<file path="src/rtl/instruction_sequencer.sv">
// Fetch/decode front end for the 4-bit computational unit: holds PC and IR,
// decodes the registered instruction into datapath controls and executes jumps.
module instruction_sequencer #(
    parameter int unsigned PC_W = 8
) (
    input  logic            clk,
    input  logic            sync_reset,
    input  logic [7:0]      pm_data,
    input  logic            r_eq_0,
    output logic [PC_W-1:0] pm_addr,
    output logic [PC_W-1:0] pc,
    output logic [7:0]      ir,
    output logic [3:0]      source_sel,
    output logic [8:0]      reg_en,
    output logic            i_sel,
    output logic            x_sel,
    output logic            y_sel,
    output logic [3:0]      nibble_ir,
    output logic            NOPC8,
    output logic            NOPCF,
    output logic            NOPD8,
    output logic            NOPDF,
    output logic            jump_taken
);

    localparam int unsigned PAGE_W = PC_W - 4;

    localparam logic [3:0] SRC_PM   = 4'd8;
    localparam logic [3:0] SRC_PINS = 4'd9;
    localparam logic [3:0] SRC_IDLE = 4'd10;

    localparam logic [2:0] DST_O  = 3'd4;
    localparam logic [2:0] DST_I  = 3'd6;
    localparam logic [2:0] DST_DM = 3'd7;

    localparam logic [8:0] EN_R = 9'h010;
    localparam logic [8:0] EN_O = 9'h100;

    logic              ir_valid;
    logic [PAGE_W-1:0] ir_page;

    logic [2:0] ld_dst;
    logic [2:0] mv_dst;
    logic [2:0] mv_src;
    logic       alu_nop;

    assign pm_addr = pc;

    assign ld_dst = ir[6:4];
    assign mv_dst = ir[5:3];
    assign mv_src = ir[2:0];

    // ALU no-ops are the y=1 encodings with function 0 or 7 (C8, CF, D8, DF).
    assign alu_nop = ir[3] && ((ir[2:0] == 3'd0) || (ir[2:0] == 3'd7));

    // Destination code to write-enable bit; code 4 addresses the output register.
    function automatic logic [8:0] dst_en(input logic [2:0] d);
        if (d == DST_O) begin
            return EN_O;
        end
        return 9'd1 << d;
    endfunction

    // Decode of the registered instruction, masked during reset and bubbles.
    always_comb begin
        source_sel = SRC_IDLE;
        reg_en     = '0;
        i_sel      = 1'b0;
        x_sel      = 1'b0;
        y_sel      = 1'b0;
        NOPC8      = 1'b0;
        NOPCF      = 1'b0;
        NOPD8      = 1'b0;
        NOPDF      = 1'b0;
        jump_taken = 1'b0;
        nibble_ir  = ir[3:0];

        if (!sync_reset && ir_valid) begin
            casez (ir)
                8'b0???_????: begin
                    source_sel = SRC_PM;
                    reg_en     = dst_en(ld_dst);
                    if (ld_dst == DST_DM) begin
                        reg_en[6] = 1'b1;
                        i_sel     = 1'b1;
                    end
                end
                8'b10??_????: begin
                    source_sel = (mv_src == mv_dst) ? SRC_PINS : {1'b0, mv_src};
                    reg_en     = dst_en(mv_dst);
                    // Any dm access post-increments i, unless i itself is the target.
                    if ((mv_src == DST_DM) || (mv_dst == DST_DM)) begin
                        reg_en[6] = 1'b1;
                        i_sel     = (mv_dst != DST_I);
                    end
                end
                8'b110?_????: begin
                    x_sel  = ir[4];
                    y_sel  = ir[3];
                    reg_en = alu_nop ? 9'h000 : EN_R;
                    NOPC8  = (ir == 8'hC8);
                    NOPCF  = (ir == 8'hCF);
                    NOPD8  = (ir == 8'hD8);
                    NOPDF  = (ir == 8'hDF);
                end
                8'b1110_????: begin
                    jump_taken = 1'b1;
                end
                8'b1111_????: begin
                    jump_taken = !r_eq_0;
                end
                default: begin
                    source_sel = SRC_IDLE;
                end
            endcase
        end
    end

    // Fetch pipeline; a taken jump redirects within the jump's own page and squashes the fetched word.
    always_ff @(posedge clk) begin
        if (sync_reset) begin
            pc       <= '0;
            ir       <= 8'h00;
            ir_page  <= '0;
            ir_valid <= 1'b0;
        end else begin
            ir      <= pm_data;
            ir_page <= pc[PC_W-1:4];
            if (jump_taken) begin
                pc       <= {ir_page, ir[3:0]};
                ir_valid <= 1'b0;
            end else begin
                pc       <= pc + PC_W'(1);
                ir_valid <= 1'b1;
            end
        end
    end

endmodule

</file>
<file path="config.mk">
export PLATFORM = sky130hd
export DESIGN_NAME = instruction_sequencer
export DESIGN_NICKNAME = d
export VERILOG_FILES = /design/src/rtl/instruction_sequencer.sv
export SDC_FILE = /design/constraint.sdc
export NUM_CORES = 1
export LEC_CHECK = 0
export ABC_AREA = 0
export ABC_CLOCK_PERIOD_IN_PS = 3550
export CAP_MARGIN = 20
export CORE_MARGIN = 1
export CORE_UTILIZATION = 28
export DETAILED_ROUTE_END_ITERATION = 16
export GPL_ROUTABILITY_DRIVEN = 0
export MAX_ROUTING_LAYER = met4
export PLACE_DENSITY = 0.62
export RECOVER_POWER = 50
export SKIP_CTS_REPAIR_TIMING = 1
export SYNTH_ARGS = -nofsm -noshare
export SYNTH_HDL_FRONTEND = slang
export SYNTH_SLANG_ARGS = --single-unit
</file>
<file path="constraint.sdc">
create_clock -name clk -period 3.55 [get_ports clk]
set_input_delay 0.5325 -clock clk [delete_from_list [all_inputs] [get_ports clk]]
set_output_delay 0.5325 -clock clk [all_outputs]
set_load 0.02 [all_outputs]
</file>
==> impl_summary.txt <==
----------------------------------------------------
[Run status]
  Outcome ... complete, no violations

[Route]
  Total number of vias ... approximately 1200
  Total wirelength of the detailed-routed design ... between 3000 and 4000 microns
  Number of vias per cell after detailed routing ... 4.785
  Remaining antenna violation count ... 0
  DRT iter0 DRCs ... 52
  Final routed DRC violation total ... 0
  1st-pass router iterations ... 5
  Drt wl/cell ... 12.59 microns

[Yosys]
  Fraction of registers with async set or reset after synthesis ... 0%
  Synth Register Bits ... 21
  Post-synthesis instance area ... 1240 sq um
  Number of warning messages in the yosys log ... 0
  Main synth FF type ... dfxtp_1
  Sequential element share of the synthesized area ... 33.91%
  Syn avg cell area ... 8.266 sq um
  Synthesized netlist cell count ... 150
  Post-synth EDFFs ... 0
  Library cells used by synthesis ... 38
  Syn Nets ... roughly 160

[STA]
  Maximum achievable frequency ... 0.3335 GHz
  Setup repair after global routing missed its margin ... no
  Relative max-transition margin ... 43.41%
  Final hold violation count ... 0
  Crit share post-route ... 84.46%
  Final number of max-transition violations ... 0
  Actual transition at the worst max-transition pin ... 0.8489 ns
  Minimum clock period ... approximately 3.0 ns
  Setup TNS ... 0 ns
  Worst clock skew ... 0.003966 ns
  Number of failing setup endpoints in the final timing report ... 0

[Die]
  Number of ports placed on the die boundary ... 60
  Total number of placement rows ... 23
  Die span in x ... 68.55 microns
  Initial Util ... between 30% and 40%
  Core Box Area ... around 4100 sq um
  Die boundary height ... 68.55 microns
  Total die area ... approximately 4700 sq um

[Layout]
  Syn-to-layout area delta ... 46.42%
  Most common library cell in the layout ignoring fill and taps ... clkdlybuf4s50_1
  Post-route standard cell area excluding fillers ... about 1800 sq um
  Total number of nets in the final design ... 209
  Most used cells in the layout excluding fill and tap cells ... clkdlybuf4s50_1, dfxtp_1, nor2b_1, dlygate4sd3_1, nor3_1
  Fraction of layout cells with a size suffix above 1 ... about 3.6%
  Ant diodes ... 0

[CTS]
  Clock slew at reported path FFs ... 0.07 ns
  Number of CTS-inserted buffers ... 3
  Root Buffer Master ... clkbuf_8
  Number of sinks handled by clock tree synthesis ... 21
  Clk Latency, worst-skew pair ... 0.25 ns
  Number of H-tree levels ... 1
  CTS tree ... done
  Clock Tree Buf Depth ... 2

[Pwr]
  Static Leak ... around 0.00069 uW
  Maximum resistive drop on vdd ... 221.7 uV
  Pwr dens ... roughly 290 nW/um^2

[Critical path]
  Element type at the critical path end ... output port
  R2R Setup Slk ... 1.95 ns
  Worst setup path category ... input pin to output port
  Critical Path Fanout Max ... 5
  Kind of launch point of the worst setup path ... input pin
  Required @ worst endpoint ... around 3 ns
  Worst EP arrival ... 2.47 ns

[Global routing]
  Initial antenna violation count ... 0
  Pin count of the biggest net entering global routing ... 21
  Number of global-route vias before repair ... 1056
  Overall fraction of global-route tracks in use ... 14.45%
  First-pass GRT wire length ... 4981 microns
  GRT Residual Overflow ... 0

[Job]
  MaxCap Viol Count ... 0

[Placed design]
  Placed wire-length estimate ... 2260 microns
  Post-place instance area ... 1774 sq um
  Count of input and output buffers ... 59

[Hold path]
  Min-Delay Path Class ... register to register

----------------------------------------------------
==> stage by stage <==
| step | power (uW) | hold slack (ns) | cells | worst slack (ns) | util [%] |
|---|---|---|---|---|---|
| floorplan | 331.7 | 0.4765 | 150 | 1.355 | - |
| global placement | 376.6 | 0.4975 | 242 | 0.7374 | 43.11 |
| finish | 520.7 | 0.5144 | 246 | 0.5518 | 44.12 |
| global route | 546.8 | 0.5366 | 246 | 0.4749 | 44.12 |
| CTS | 526.9 | 0.5238 | 246 | 0.6652 | 44.21 |
| detailed placement | 376.7 | 0.4980 | 242 | 0.6885 | 43.11 |
==> metal layers <==
metal  global-route usage, %  wire, microns  vias up
li1                        -              -      607
met1                   19.66           1530      531
met2                   22.06           1360       37
met3                   2.632            198        2
met4                   3.385              8        0
met5                       -              0        -
==> logic make-up (layout without fill, tap and decap cells) <==
kind of cell | Yosys count | after routing | share of synthesized area (%)
buffers and inverters | 24 | 70 | 12.31
DFF | 21 | 21 | 33.90
muxes | 2 | 2 | 1.715
adders and majority gates | 1 | 1 | 1.009
AOI/OAI and AO/OA | 27 | 27 | 13.82
xor gates and xnor gates | 6 | 6 | 4.238
and+or+nand+nor | 69 | 69 | 33.00
==> path summary, 6_finish.rpt <==
path                    startpoint                     to  cells past startpoint
setup / recovery        sync_reset                  NOPDF                      5
hold / removal    pc[7]$_SDFF_PP0_  ir_page[3]$_SDFF_PP0_                      1
hold reg to reg   pc[7]$_SDFF_PP0_  ir_page[3]$_SDFF_PP0_                      1
setup reg to reg  ir[5]$_SDFF_PP0_       pc[5]$_SDFF_PP0_                      3
==> cells in the mapped netlist (2+ instances only) <==
library cell | instances | area share, %
nand3_1 | 6 | 2.4
buf_2 | 2 | 0.81
nor2_1 | 3 | 0.91
clkbuf_1 | 2 | 0.61
nand4_1 | 2 | 1.0
xor2_1 | 2 | 1.4
and3b_1 | 2 | 1.4
xnor2_1 | 4 | 2.8
or3_1 | 4 | 2.0
and3_1 | 4 | 2.0
dfxtp_1 | 21 | 34
o31ai_1 | 2 | 1.2
inv_1 | 5 | 1.5
nor3_1 | 12 | 4.8
a21oi_1 | 8 | 3.2
a311oi_1 | 3 | 2.1
a31oi_1 | 2 | 1.0
nor3b_1 | 3 | 1.8
a211oi_1 | 2 | 1.2
and4b_1 | 2 | 1.6
buf_4 | 14 | 8.5
nand2_1 | 9 | 2.7
nor2b_1 | 16 | 8.1
o21ai_0 | 6 | 2.4
==> layout make-up <==
cell class	instances	area, sq um
timing repair buffer	61	601.8
tap	50	62.56
fill	433	2300
multi-input combinational	105	666.9
inverter	5	18.77
clock buffer	4	45.04
sequential	21	420.4
==> power breakdown <==
part	internal (uW)	switching (uW)
Sequential	244	17.7
Clock	79.8	73.9
Combinational	53.2	51.8
==> critical path: stages <==
cell	delay, ns
dlygate4sd3_1	0.59
nor2b_1	0.20
nand4_1	0.25
nor3_1	0.24
clkdlybuf4s50_1	0.65
==> state kept, by name, indices dropped and copies added, names as in the netlist <==
| register | flops |
|---|---|
| ir | 8 |
| pc | 8 |
| ir_page | 4 |
| ir_valid | 1 |
Note: power is estimated with default switching activity, not from simulation.
